--- config.mk ---
export PLATFORM = sky130hd
export DESIGN_NAME = layer_sequencer
export DESIGN_NICKNAME = d
export VERILOG_FILES = /design/src/rtl/layer_sequencer.sv
export SDC_FILE = /design/constraint.sdc
export NUM_CORES = 1
export LEC_CHECK = 0
export BUFFER_PORTS_ARGS = -buffer_cell sky130_fd_sc_hd__buf_2
export CAP_MARGIN = 25
export CELL_PAD_IN_SITES_DETAIL_PLACEMENT = 0
export CELL_PAD_IN_SITES_GLOBAL_PLACEMENT = 1
export CORE_MARGIN = 5
export CORE_UTILIZATION = 35
export CTS_CLUSTER_DIAMETER = 40
export CTS_CLUSTER_SIZE = 28
export DETAILED_ROUTE_END_ITERATION = 10
export GPL_TIMING_DRIVEN = 0
export PLACE_DENSITY = 0.64
export SLEW_MARGIN = 20
export SYNTH_ARGS = -nofsm -noshare
export SYNTH_HDL_FRONTEND = slang
export SYNTH_SLANG_ARGS = --single-unit
--- constraint.sdc ---
create_clock -name clk -period 23.3 [get_ports clk]
set_input_delay 2.33 -clock clk [delete_from_list [all_inputs] [get_ports clk]]
set_output_delay 2.33 -clock clk [all_outputs]
set_load 0.005 [all_outputs]
--- src/rtl/layer_sequencer.sv ---
// ============================================================================
// Module   : layer_sequencer
// Purpose  : Captures a parallel layer-L output vector and replays it serially
//            to layer L+1, one word per cycle, holding off until L+1 is done.
//            Optional macro DOUBLE_BUF_EN adds a one-vector pending buffer.
// Revision : 1.0
// ============================================================================
`default_nettype none

module layer_sequencer #(
  parameter int NUM_NEURON = 30,
  parameter int DATA_WIDTH = 16
) (
  input  logic                             clk,
  input  logic                             rst,
  input  logic [NUM_NEURON*DATA_WIDTH-1:0] up_data,
  input  logic                             up_valid,
  input  logic                             down_done,
  output logic [DATA_WIDTH-1:0]            out_data,
  output logic                             out_valid,
  output logic                             busy,
  output logic                             overflow,
  output logic [15:0]                      vec_count
);

  localparam int IDX_W = $clog2(NUM_NEURON + 1);
  localparam int VEC_W = NUM_NEURON * DATA_WIDTH;

  typedef enum logic [1:0] {
    IDLE   = 2'd0,
    STREAM = 2'd1,
    WAIT   = 2'd2
  } state_t;

  state_t           state, state_next;
  logic [IDX_W-1:0] idx;
  logic [VEC_W-1:0] act_buf;

  logic accept;
  logic step;
  logic finish;
  logic drop;

`ifdef DOUBLE_BUF_EN
  logic [VEC_W-1:0] pend_buf;
  logic             pend_full;
  logic             promote;
  logic             to_pend;
`endif

  always_comb begin
    state_next = state;
    accept     = 1'b0;
    step       = 1'b0;
    finish     = 1'b0;
    drop       = 1'b0;
`ifdef DOUBLE_BUF_EN
    promote    = 1'b0;
    to_pend    = 1'b0;
`endif
    case (state)
      IDLE: begin
        if (up_valid) begin
          accept     = 1'b1;
          state_next = STREAM;
        end
      end
      STREAM: begin
        // idx points at the next word to emit; reaching NUM_NEURON means the last one is on the bus
        if (idx == IDX_W'(NUM_NEURON)) begin
          finish     = 1'b1;
          state_next = WAIT;
        end else begin
          step = 1'b1;
        end
        if (up_valid) begin
`ifdef DOUBLE_BUF_EN
          if (pend_full) drop = 1'b1;
          else           to_pend = 1'b1;
`else
          drop = 1'b1;
`endif
        end
      end
      WAIT: begin
        if (down_done) begin
`ifdef DOUBLE_BUF_EN
          if (pend_full) begin
            promote    = 1'b1;
            state_next = STREAM;
            if (up_valid) to_pend = 1'b1;
          end else if (up_valid) begin
            accept     = 1'b1;
            state_next = STREAM;
          end else begin
            state_next = IDLE;
          end
`else
          if (up_valid) begin
            accept     = 1'b1;
            state_next = STREAM;
          end else begin
            state_next = IDLE;
          end
`endif
        end else if (up_valid) begin
`ifdef DOUBLE_BUF_EN
          if (pend_full) drop = 1'b1;
          else           to_pend = 1'b1;
`else
          drop = 1'b1;
`endif
        end
      end
      default: state_next = IDLE;
    endcase
  end

  always_ff @(posedge clk) begin
    if (rst) begin
      state     <= IDLE;
      idx       <= '0;
      out_data  <= '0;
      out_valid <= 1'b0;
      overflow  <= 1'b0;
      vec_count <= '0;
    end else begin
      state <= state_next;
      // Word 0 is taken straight from the source so it appears one cycle after capture
      if (accept) begin
        out_data  <= up_data[DATA_WIDTH-1:0];
        out_valid <= 1'b1;
        idx       <= IDX_W'(1);
`ifdef DOUBLE_BUF_EN
      end else if (promote) begin
        out_data  <= pend_buf[DATA_WIDTH-1:0];
        out_valid <= 1'b1;
        idx       <= IDX_W'(1);
`endif
      end else if (step) begin
        out_data  <= act_buf[DATA_WIDTH*int'(idx) +: DATA_WIDTH];
        out_valid <= 1'b1;
        idx       <= idx + IDX_W'(1);
      end else begin
        out_valid <= 1'b0;
      end
      if (finish) vec_count <= vec_count + 16'd1;
      if (drop)   overflow  <= 1'b1;
    end
  end

  // Buffer contents are don't-care after reset, so they carry no reset
  always_ff @(posedge clk) begin
    if (accept) act_buf <= up_data;
`ifdef DOUBLE_BUF_EN
    else if (promote) act_buf <= pend_buf;
    if (to_pend) pend_buf <= up_data;
`endif
  end

`ifdef DOUBLE_BUF_EN
  always_ff @(posedge clk) begin
    if (rst) begin
      pend_full <= 1'b0;
    end else if (to_pend) begin
      pend_full <= 1'b1;
    end else if (promote) begin
      pend_full <= 1'b0;
    end
  end
`endif

  assign busy = (state != IDLE);

endmodule

`default_nettype wire

=== Yosys cells after proc, flatten, opt, wreduce, memory -nomap -nowiden ===
Index checks and enable logic that the tools add are counted.
W data, S select, Z words.

* Flip-flop bits (word level): 521
* Latch bits: 0
* RAM bits: 0
* Bits in read-only memories: 0
* Input bits: 484
* Output and inout bits: 35
* Word-level logic and storage cells: 42
* Memories kept: 0

* Add/subtract/negate cells: 2
* $mul: 0
* Divide/modulo/power cells: 0
* Order comparisons: 0
* Eq/ne operators: 6
* Shift operators: 1
* Mux-type cells: 20
* Bitwise logic cells: 0
* Reductions and logical operators: 5

{| class="wikitable"
|+ Operators by type and width
! operator !! number
|-
| $shiftx A480 B10 Y16 || 1
|-
| $mux W16 || 2
|-
| $add A16 B1 Y16 const B || 1
|-
| $mux W1 || 12
|-
| $mux W2 || 3
|-
| $ne A2 B2 Y1 const B || 3
|-
| $pmux W2 S3 || 1
|-
| $add A5 B1 Y5 const B || 1
|-
| $eq A5 B5 Y1 const B || 1
|-
| $pmux W1 S2 || 2
|-
| $reduce_bool A2 Y1 || 2
|-
| $reduce_and A3 Y1 || 1
|-
| $eq A2 B1 Y1 const B || 1
|-
| $eq A2 B2 Y1 const B || 1
|-
| $logic_not A2 Y1 || 1
|-
| $reduce_or A2 Y1 || 1
|}

=== Depth between registers and ports, before layout ===
Gate-level depths: netlist of the first run.

* Depth after elaboration: 5
* Depth in mapped cells: 12

=== Worst setup path before layout of the first run ===
OpenSTA, ideal clock, no wires.

* Path kind: input to register
* Start: in down_done
* End: reg out_data[2]
* Setup time: 0.128 ns
* Arrival: 17.619 ns
* Data required time: 23.172 ns
* Slack: 5.552 ns
* Cell stages on the path: 6
* Buffers on the path: 1
* Cells stage by stage: a21o_1 -> nand2_4 -> inv_2 -> clkbuf_1 -> a21boi_0 -> o22ai_1

* Cells in the longest elaborated chain, start to end: 3
* Elaborated cells on any way between the ends: 4

{| class="wikitable"
|+ Ends and longest elaborated chain
! element !! line !! source
|-
| from (decl) || 18 || <nowiki>input logic down_done,</nowiki>
|-
| $mux W1 (*) || 86 || <nowiki>if (down_done) begin</nowiki>
|-
| $pmux W1 S2 (*) || 61 || <nowiki>case (state)</nowiki>
|-
| named net accept || 39 || <nowiki>logic accept;</nowiki>
|-
| $mux W16 or $reduce_bool A2 Y1 (tied branches) || - ||
|-
| to (signal assigned) || 131 || <nowiki>out_data <= up_data[DATA_WIDTH-1:0];</nowiki>
|-
| to (signal assigned) || 141 || <nowiki>out_data <= act_buf[DATA_WIDTH*int'(idx) +: DATA_WIDTH];</nowiki>
|-
| to (decl) || 19 || <nowiki>output logic [DATA_WIDTH-1:0] out_data,</nowiki>
|}

The timed path passes the listed nets; every way through them passes the cells marked *.
A chain may end at the register's enable or synchronous reset.

=== Final worst setup path of the first run ===
* Start: in down_done
* End: reg act_buf[153] (enable)

* Cells in the longest elaborated chain, start to end: 2

{| class="wikitable"
|+ Ends and longest elaborated chain
! element !! line !! source
|-
| $mux W1 || 86 ||
|-
| $pmux W1 S2 || 61 ||
|-
| named net accept || 39 ||
|-
| to (signal assigned) || 154 || <nowiki>if (accept) act_buf <= up_data;</nowiki>
|-
| to (decl) || 37 || <nowiki>logic [VEC_W-1:0] act_buf;</nowiki>
|}

The timed path passes the listed nets, and every way through them passes these cells.

==> results of run 1 <==
power breakdown:
part	leakage [nW]	internal, mW	switching (mW)
Combinational	3.98	0.297	0.413
Clock	1.58	0.890	0.490
Sequential	4.91	1.29	0.0548
critical path, cell delays in order:
cell      delay, ns
buf_2          0.09
a21o_1         0.16
nand2_4        0.10
inv_2          0.11
clkbuf_4       0.46
buf_12         0.32
buf_12         0.27
buf_16         0.28
buf_16         0.31
logic make-up after synthesis:
group / Yosys count / synth area share
multiplexers: 201 / 0.134
AO/OA/AOI/OAI: 139 / 0.0471
adder cells (fa/ha/maj): 7 / 0.00431
buffers and inverters: 73 / 0.0218
XOR/XNOR: 14 / 0.00604
flip-flops: 521 / 0.750
AND/OR/NAND/NOR: 135 / 0.0359
worst min-delay path by stage:
stage / startpoint / to / slack (ns) / cells after the start
floorplan: overflow$_SDFFE_PP0P_ / overflow$_SDFFE_PP0P_ / 0.46 / 2
global placement: overflow$_SDFFE_PP0P_ / overflow$_SDFFE_PP0P_ / 0.46 / 2
detailed placement: overflow$_SDFFE_PP0P_ / overflow$_SDFFE_PP0P_ / 0.46 / 2
CTS: overflow$_SDFFE_PP0P_ / overflow$_SDFFE_PP0P_ / 0.47 / 2
global route: overflow$_SDFFE_PP0P_ / overflow$_SDFFE_PP0P_ / 0.49 / 2
finish: overflow$_SDFFE_PP0P_ / overflow$_SDFFE_PP0P_ / 0.46 / 2
metrics by stage:
step	cell area [um^2]	hold slack, ns	TNS, ns	setup WS (ns)
floorplan	20300	0.461	0	5.55
global placement	23800	0.455	-0.0752	-0.0634
detailed placement	24100	0.458	0	18.37
CTS	27300	0.468	0	19.05
global route	27300	0.489	0	18.90
finish	27400	0.463	0	19.07
sequential cells by signal, indices dropped and copies added, names as in the netlist:
register / cells
act_buf: 480
idx: 5
overflow: 1
vec_count: 16
out_data: 16
out_valid: 1
state: 2
metal layers:
metal	wire length, um	track usage	part of all wire
met1	25400	0.249	0.39
met2	33400	0.346	0.51
met3	4470	0.0544	0.069
met4	1580	0.0633	0.024
met5	115	0	0.0018
cell type report:
type / instances / share of cell area
Sequential cell: 521 / 0.557
Multi-Input combinational cell: 496 / 0.169
Timing Repair Buffer: 528 / 0.103
Clock buffer: 107 / 0.0896
Tap cell: 765 / 0.0350
Clock inverter: 65 / 0.0289
Buffer: 60 / 0.0145
Inverter: 13 / 0.00178
Antenna cell: 14 / 0.00128
placed cells by master, fill, tap and decap left out, types with 6 or more instances in the layout:
| master | Yosys | layout |
|---|---|---|
| clkbuf_16 | 0 | 94 |
| buf_2 | 20 | 537 |
| a221oi_1 | 11 | 11 |
| dfxtp_1 | 41 | 41 |
| buf_12 | 0 | 8 |
| xnor2_1 | 9 | 9 |
| diode_2 | 0 | 14 |
| buf_6 | 13 | 13 |
| buf_4 | 6 | 6 |
| ha_1 | 7 | 7 |
| clkinv_4 | 0 | 9 |
| inv_1 | 12 | 12 |
| nor2_1 | 34 | 34 |
| o22ai_1 | 48 | 48 |
| clkinv_2 | 0 | 17 |
| mux2i_1 | 132 | 132 |
| clkinvlp_4 | 0 | 7 |
| bufinv_16 | 0 | 11 |
| a22oi_1 | 13 | 13 |
| mux2_2 | 13 | 13 |
| nand3_1 | 9 | 9 |
| edfxtp_1 | 480 | 480 |
| nand2b_1 | 14 | 14 |
| o21ai_0 | 18 | 18 |
| inv_6 | 0 | 11 |
| nor3_1 | 12 | 12 |
| nand2_1 | 23 | 23 |
| clkbuf_1 | 19 | 26 |
| or3_1 | 7 | 7 |
| a21oi_1 | 12 | 12 |
| or4_1 | 11 | 11 |
| mux4_2 | 56 | 56 |
| a41o_1 | 11 | 11 |
==> results.md, run 1 <==
- Worst setup path start: down_done
- Slew at the pin closest to its max-slew limit: 1.00 ns
- Number of sinks handled by clock tree synthesis: 521
- FF+latch count, synth: 521
- Hold Buf Count CTS: 0
- Sequential cell area fraction in the yosys report: 0.750
- Run status: finished, final reports clean
- Max-cap violation count: 0
- Total power divided by cell area: 125 nW/um^2
- Chip width: 251 um
- Sequential Area: 15200 um^2
- Mapped Avg Cell Area: 18.6 um^2
- Num CTS Buffers: 91
- Critical Path AT: 4.52 ns
- Number of detailed-routing iterations run before antenna repair: 8
- Clock tree from TritonCTS: yes
- Die H: 251 um
- Number of flops mapped to enable cells by yosys: 480
- Total power: 3.43 mW
- Dominant cell by count in the synthesized netlist: edfxtp_1
- Routability congestion estimate from global placement: 0.786
- Post-route DRC violation count: 0
- Final setup violation count: 0
- Root buffer selected by CTS: clkbuf_16
- Max Clk Rate: 236 MHz
- Final Hold Vio Count: 0
- Detail-routed net length per standard cell: 25.3 um
- Postcts setup bufs: 0
- I/O pin total: 519
- Maximum level of the CTS H-tree: 3
- Detail Placement HPWL: 49.2 mm
- Cell Rows: 88
- Clock tree buffer depth: 3
- Peak fanout along the critical path: 59
- Via count of the first global-routing pass: 13.6k
- Post-route antenna net violation count: 0
- CP Capture Point: act_buf[153]$_DFFE_PP_
- Post-synth top area cell: edfxtp_1
- Unique masters post-synth: 48
- Global-route wire length before repair: 91.6 mm
- Area share of the leading cell type in the synthesized netlist: 0.710
- Startpoint of the most critical register-to-register path: idx[0]$_SDFFE_PP0P_
- Synthesized netlist net count: 1581
- Syn Inst Count: 1090
- Maximum resistive drop on vdd: 0.0654 mV
- Top_reg_cell synth: edfxtp_1
- Clock slew seen by the registers of the worst setup and hold paths: 0.05 ns
- Detailed-route vias per instance: 4.95
- Critical path type: in -> reg
- Synth warn: 0
- Initial detailed-routing violation count: 842
- Inst Count DP: 2383
- Area taken by multi-input logic gates: 4620 um^2
- Final Cycle Share: 0.181
- Hold WC Path Type: reg -> reg
- Top cell types by occurrence after synthesis: edfxtp_1, mux2i_1, mux4_2
- Number of antenna violations at the first check in global routing: 21
- Max-slew violation count: 0
- Element type at the critical path start: input pin
- RSZ-0062 raised after global routing: no
- Starting density of the core: 0.353
- R2r setup slk: 20.18 ns
- Die area: 62900 um^2
- Count of non-filler cells in the finished layout: 2569
- Leakage power total: 10.5 nW
- Nets: 2202
- Worst EP required: 23.59 ns
- Post-synthesis cell area: 20300 um^2
- Global-route total usage across every layer: 0.201
- Layout area overhead: 34.8%
- Largest cells by area after synthesis: edfxtp_1, mux2i_1, mux4_2
- Worst Skew: 0.0338 ns
- Worst r2r dst: out_data[4]$_SDFFE_PP0P_
- Filler cell count in the final layout: 5031
- Clock latency on the worst-skew pair: 0.63 ns
- Largest net degree at the start of global routing: 60
- Fraction of final layout cells with drive strength greater than 1: 0.451
- Clock period minus final worst setup slack: 4.23 ns
- Congestion Overflow GR: 0
- Floorplan core area: 57600 um^2
- Number of vias after detailed routing: 12.7k
- Number of resized instances in the post-cts repair step: 0
- Total length of routed wires: 65.0 mm
- Port buffer count: 517
- Worst slew margin relative to its limit: 0.334
- Post-synth ARST share: 0
- Post-layout utilization of the core: 0.475
- Worst-case reg-to-reg path depth: 12
- Category of the worst setup path capture point: flip-flop
(Power assumes the default switching activity.)
==> run 2: changes to the inputs <==
Settings changed: ABC_AREA set to 1, PLACE_DENSITY 0.64 to 0.67.
Clock period 23.3 ns to 4.3 ns, I/O delays scaled along.
==> results.md, run 2 <==
- FF+latch count, synth: 521
- Worst Skew: 0.0253 ns
- GRT busiest layer: met2
- Total power divided by cell area: 595 nW/um^2
- Filler cell count in the final layout: 5329
- Unique masters post-synth: 37
- Max-slew violation count: 0
- RSZ-0062 raised after global routing: no
- Portion of total power attributed to the clock network: 0.344
- Largest net degree at the start of global routing: 104
- Number of sinks handled by clock tree synthesis: 521
- Slowest stage cell on the critical path: buf_16
- Critical path type: reg -> reg
- Worst setup path start: state[0]$_SDFFE_PP0P_
- Hold WC Path Type: in -> reg
- Post-layout utilization of the core: 0.539
- Maximum resistive drop on vdd: 0.348 mV
- Clock period minus final worst setup slack: 2.94 ns
- Number of detailed-routing iterations run before antenna repair: 5
- Leakage power total: 14.5 nW
- Met2 routing resource usage after global routing: 0.432
- Internal Dissipation: 13.1 mW
- Number of antenna violations at the first check in global routing: 15
- Critical Path AT: 3.20 ns
- Routability congestion estimate from global placement: 0.842
- Global-route wire length before repair: 124 mm
- Final Hold Vio Count: 0
- Root buffer selected by CTS: clkbuf_16
- Initial detailed-routing violation count: 1588
- Final setup violation count: 0
- Biggest regs: act_buf x480, out_data x16, vec_count x16
- Layout area overhead: 52.2%
- Post-synthesis cell area: 21900 um^2
- I/O pin total: 519
- Startpoint of the most critical register-to-register path: state[0]$_SDFFE_PP0P_
- Nets: 3641
- Syn Inst Count: 2065
- Clock latency on the worst-skew pair: 0.63 ns
- Clock tree buffer depth: 3
- Post-route DRC violation count: 0
- Global-route total usage across every layer: 0.249
- Run status: finished, final reports clean
- Sequential Area: 15200 um^2
- Starting density of the core: 0.354
- Max Clk Rate: 340 MHz
- Number of vias after detailed routing: 19.2k
- Top_reg_cell synth: edfxtp_1
- Via count of the first global-routing pass: 20.1k
- Post-route antenna net violation count: 0
- Postcts setup bufs: 0
- Reg power frac: 0.380
- Peak fanout along the critical path: 95
- Largest cells by area after synthesis: edfxtp_1, nand2_1, nand3_1
- Most frequent cells in the layout: nand2_1, buf_2, edfxtp_1
- Grt met1 use: 0.312
- Die H: 260 um
- Sw Pwr: 6.73 mW
- Maximum single-stage delay on the critical path: 0.41 ns
- Congestion Overflow GR: 0
- M3 GR Usage: 0.0508
- Worst slew margin relative to its limit: 0.351
- Share of total power in combinational logic: 0.276
- Area share of the leading cell type in the synthesized netlist: 0.658
- Synth warn: 0
- Die area: 67700 um^2
- Element type at the critical path start: flip-flop
- R2r setup slk: 1.36 ns
- Worst EP required: 4.56 ns
- Max FFs per register: 480
- Floorplan core area: 61800 um^2
- Register with the highest flop count: act_buf
- Worst-case reg-to-reg path depth: 8
- Category of the worst setup path capture point: flip-flop
- Leading cell type in the layout, fill and taps excluded: nand2_1
- Path length in cells of the critical path: 8
- Detail Placement HPWL: 61.0 mm
- Post-synth top area cell: edfxtp_1
- WP buf/inv: 6
- Dominant cell by count in the synthesized netlist: nand2_1
- Detailed-route vias per instance: 4.72
- Detail-routed net length per standard cell: 21.3 um
- Slew at the pin closest to its max-slew limit: 0.973 ns
- Cell Rows: 91
- Fraction of final layout cells with drive strength greater than 1: 0.234
- Number of flops mapped to enable cells by yosys: 480
- Port buffer count: 518
- Worst r2r dst: act_buf[405]$_DFFE_PP_
- Mapped Avg Cell Area: 10.6 um^2
- CP Capture Point: act_buf[405]$_DFFE_PP_
- Top cell types by occurrence after synthesis: nand2_1, edfxtp_1, nand3_1
- Sequential cell area fraction in the yosys report: 0.695
- Post-synth ARST share: 0
- Clock slew seen by the registers of the worst setup and hold paths: 0.05 ns
- Final Cycle Share: 0.684
- Num CTS Buffers: 90
- Area taken by multi-input logic gates: 5410 um^2
- Synthesized netlist net count: 2556
- Max-cap violation count: 0
- Cell breakdown of the critical path: inv_1 > ha_1 > inv_1 > o21ai_0 > buf_2 > buf_8 > buf_16 > buf_16
- Cell Area, Placed: 25700 um^2
- Delay-heaviest family, CP: buffers and inverters
- Final Instance Area: 33300 um^2
- Total length of routed wires: 86.7 mm
- Clock tree from TritonCTS: yes
- Chip width: 260 um
- Maximum level of the CTS H-tree: 3
- Sw frac: 0.339
run 2: changes by cell type after synthesis, sizes merged, moves of 14 or more:
cell and change:
nand2 +715, nand3 +170, inv +167, mux2i -132
nor2 +117, o21ai +61, mux4 -56, a21oi +49
o22ai -44, buf +35, nand2b -14
run 2: cell type report:
class / count / share of cell area
Buffer: 101 / 0.0173
Multi-Input combinational cell: 1259 / 0.162
Tap cell: 837 / 0.0314
Sequential cell: 521 / 0.457
Clock buffer: 108 / 0.0705
Clock inverter: 59 / 0.0165
Antenna cell: 17 / 0.00128
Timing Repair Buffer: 993 / 0.223
Inverter: 184 / 0.0210
run 2: routing by layer:
layer	up-vias	part of all wire
met2	756	0.50
li1	9096	-
met3	162	0.067
met5	-	0.00054
met4	6	0.030
met1	9225	0.41
run 2: how the worst min path moves through the flow:
stage / depth (start not counted) / start / endpoint
2_1_floorplan: 2 / overflow$_SDFFE_PP0P_ / overflow$_SDFFE_PP0P_
3_3_place_gp: 2 / overflow$_SDFFE_PP0P_ / overflow$_SDFFE_PP0P_
3_5_place_dp: 2 / overflow$_SDFFE_PP0P_ / overflow$_SDFFE_PP0P_
4_1_cts: 1 / up_data[18] / act_buf[18]$_DFFE_PP_
5_1_grt: 1 / up_data[310] / act_buf[310]$_DFFE_PP_
6_report: 1 / up_data[477] / act_buf[477]$_DFFE_PP_
run 2: power by group through the flow:
stage	registers [mW]	clock network, mW	logic [mW]
after floorplan	7.67	0	2.97
after global placement	7.83	0	4.95
after detailed placement	7.64	0	5.13
after CTS	7.55	6.91	5.50
after global routing	7.65	7.17	6.04
final	7.55	6.83	5.47
run 2: cells by family (layout without fill, tap and decap cells):
kind of cell / after synthesis / in the layout / share of synthesized area
AOI/OAI and AO/OA: 168 / 168 / 0.0407
xor gates and xnor gates: 4 / 4 / 0.00160
adders and majority gates: 7 / 7 / 0.00400
buffers and inverters: 285 / 1445 / 0.0579
DFF: 521 / 521 / 0.695
other: 0 / 17 / 0
and+or+nand+nor: 1080 / 1080 / 0.201
run 2: metrics by stage:
step	std cells	power, mW	setup WS, ns	setup TNS, ns	hold WS, ns
floorplan	2065	10.6	0.530	0	0.461
global placement	3420	12.8	-0.682	-289.11	0.458
detailed placement	3425	12.8	1.36	0	0.459
CTS	4062	20.0	1.35	0	0.0000334
global route	4073	20.9	1.16	0	0.00553
finish	4079	19.9	1.36	0	0.0265
run 2: timing repair:
item,in CTS,in global routing
hold buffers,470,0
endpoints found under the hold margin,470,0
resized for setup,0,0
==> run 3: changes to the inputs <==
Settings changed: ABC_AREA 1 to 0, PLACE_DENSITY 0.67 to 0.66.
Clock period 4.3 ns to 2.4 ns, I/O delays scaled along.
==> results.md, run 3 (same netlist as run 1, synthesis figures left out) <==
- Element type at the critical path start: flip-flop
- Detail-routed net length per standard cell: 23.8 um
- Category of the worst setup path capture point: flip-flop
- Max-cap violation count: 0
- Clock tree from TritonCTS: yes
- Run status: finished, final reports clean
- Chip width: 251 um
- Final Hold Vio Count: 0
- Count of non-filler cells in the finished layout: 3050
- Die area: 62900 um^2
- Detail Placement HPWL: 48.2 mm
- Cell breakdown of the critical path: buf_4 > buf_2 > mux2i_1 > o22ai_1 > or4_4 > a41o_1
- Inst Count DP: 2375
- Post-route antenna net violation count: 0
- Peak fanout along the critical path: 10
- Critical Path AT: 2.81 ns
- Layout area overhead: 59.2%
- Routability congestion estimate from global placement: 0.839
- Via count of the first global-routing pass: 16.5k
- Leading cell type in the layout, fill and taps excluded: buf_2
- Uppermost signal routing layer after detailed routing: met5
- Clock latency on the worst-skew pair: 0.64 ns
- Hold WC Path Type: in -> reg
- Global-route total usage across every layer: 0.224
- Fraction of final layout cells with drive strength greater than 1: 0.371
- Total power: 33.7 mW
- Maximum resistive drop on vdd: 0.630 mV
- Max FFs per register: 480
- I/O pin total: 519
- Number of sinks handled by clock tree synthesis: 521
- Slew at the pin closest to its max-slew limit: 0.771 ns
- Worst EP required: 2.90 ns
- DRT met1 WL: 27.9 mm
- Largest net degree at the start of global routing: 163
- Worst Skew: 0.0378 ns
- Sequential Area: 15200 um^2
- Clock tree buffer depth: 3
- Clock period minus final worst setup slack: 2.32 ns
- Starting density of the core: 0.353
- Maximum single-stage delay on the critical path: 0.58 ns
- Critical path type: reg -> reg
- Initial detailed-routing violation count: 1022
- Pre-CTS setup slack: -0.898 ns
- Clock slew seen by the registers of the worst setup and hold paths: 0.05 ns
- Congestion Overflow GR: 0
- Final hold slack: 0.102 ns
- Leakage power total: 12.5 nW
- Num CTS Buffers: 87
- Post-route DRC violation count: 0
- Detail Route met2 WL: 37.6 mm
- Max Clk Rate: 432 MHz
- Most frequent cells in the layout: buf_2, dlygate4sd3_1, edfxtp_1
- Total power divided by cell area: 1040 nW/um^2
- Global-route wire length before repair: 104 mm
- Max-slew violation count: 0
- Met3 wire len: 5.08 mm
- Cell Rows: 88
- Worst setup margin: 0.0847 ns
- Register with the highest flop count: act_buf
- Final Cycle Share: 0.965
- Worst slew margin relative to its limit: 0.486
- Slowest stage cell on the critical path: or4_4
- Floorplan core area: 57600 um^2
- Filler cell count in the final layout: 4448
- Port buffer count: 517
- Nets: 2683
- Final setup violation count: 0
- Detailed-route vias per instance: 4.91
- Number of detailed-routing iterations run before antenna repair: 7
- Total length of routed wires: 72.7 mm
- Number of antenna violations at the first check in global routing: 17
- Number of vias after detailed routing: 15.0k
- Area taken by multi-input logic gates: 4810 um^2
- Root buffer selected by CTS: clkbuf_16
- Maximum level of the CTS H-tree: 3
- Biggest regs: act_buf x480, out_data x16, vec_count x16
- Die H: 251 um
- RSZ-0062 raised after global routing: yes
-- run 3: cell types whose count changed in the layout (fill, tap and decap cells not counted), sizes merged, moves of 33 or more --
| cell | delta |
|---|---|
| mux4 | +56 |
| nand3 | -170 |
| a21oi | -49 |
| nor2 | -117 |
| o21ai | -61 |
| buf | -33 |
| o22ai | +44 |
| inv | -159 |
| mux2i | +132 |
| nand2 | -715 |
-- run 3: repair_timing --
| item | in CTS | in global routing |
|---|---|---|
| cloned | 4 | 3 |
| gates resized for setup | 47 | 18 |
| setup buffers | 5 | 1 |
| hold buffers | 481 | 0 |
| hold endpoints to repair | 497 | 0 |
| setup endpoints to repair | 228 | 240 |
| pin swaps | 1 | 2 |
-- run 3: through the flow --
step,utilization,cell area [um^2],TNS [ns]
3_5_place_dp,0.416,24000,-87.65
2_1_floorplan,-,20400,-41.42
4_1_cts,0.558,32100,0
6_report,0.561,32300,0
3_3_place_gp,0.415,23900,-302.63
5_1_grt,0.561,32300,0
-- run 3: worst paths after layout --
kind,startpoint,end,slack [ns],depth (start not counted)
setup / recovery,idx[0]$_SDFFE_PP0P_,out_data[12]$_SDFFE_PP0P_,0.08,6
hold / removal,rst,out_data[9]$_SDFFE_PP0P_,0.10,3
setup reg to reg,idx[0]$_SDFFE_PP0P_,out_data[12]$_SDFFE_PP0P_,0.08,6
hold reg to reg,vec_count[1]$_SDFFE_PP0P_,vec_count[1]$_SDFFE_PP0P_,0.48,2
-- run 3: metal layers --
layer,up-vias,track usage
met2,706,0.394
li1,6698,-
met5,-,0
met3,137,0.0544
met4,6,0.0761
met1,7424,0.271
-- run 3: power by group --
part / internal (mW) / switching, mW / leakage (nW)
Combinational: 3.63 / 4.45 / 6.13
Sequential: 12.5 / 0.573 / 4.91
Clock: 7.66 / 4.85 / 1.45
Total: 23.8 / 9.88 / 12.5
-- run 3: final cells by class --
cell class,count,area share
diodes,18,0.00139
plain buffers,59,0.0150
clock buffers,94,0.0695
clock inverters,70,0.0232
inverters,13,0.00159
multi-input cells,496,0.149
flip-flops and latches,521,0.472
well taps,765,0.0296
repair buffers,1014,0.239
-- run 3: critical path, delay by kind of cell (launching register included) --
family	cells	cell delay, ns
flip-flops	1	0.39
AND/OR/NAND/NOR	1	0.58
AO/OA/AOI/OAI	2	0.37
multiplexers	1	0.34
buffers and inverters	2	0.50
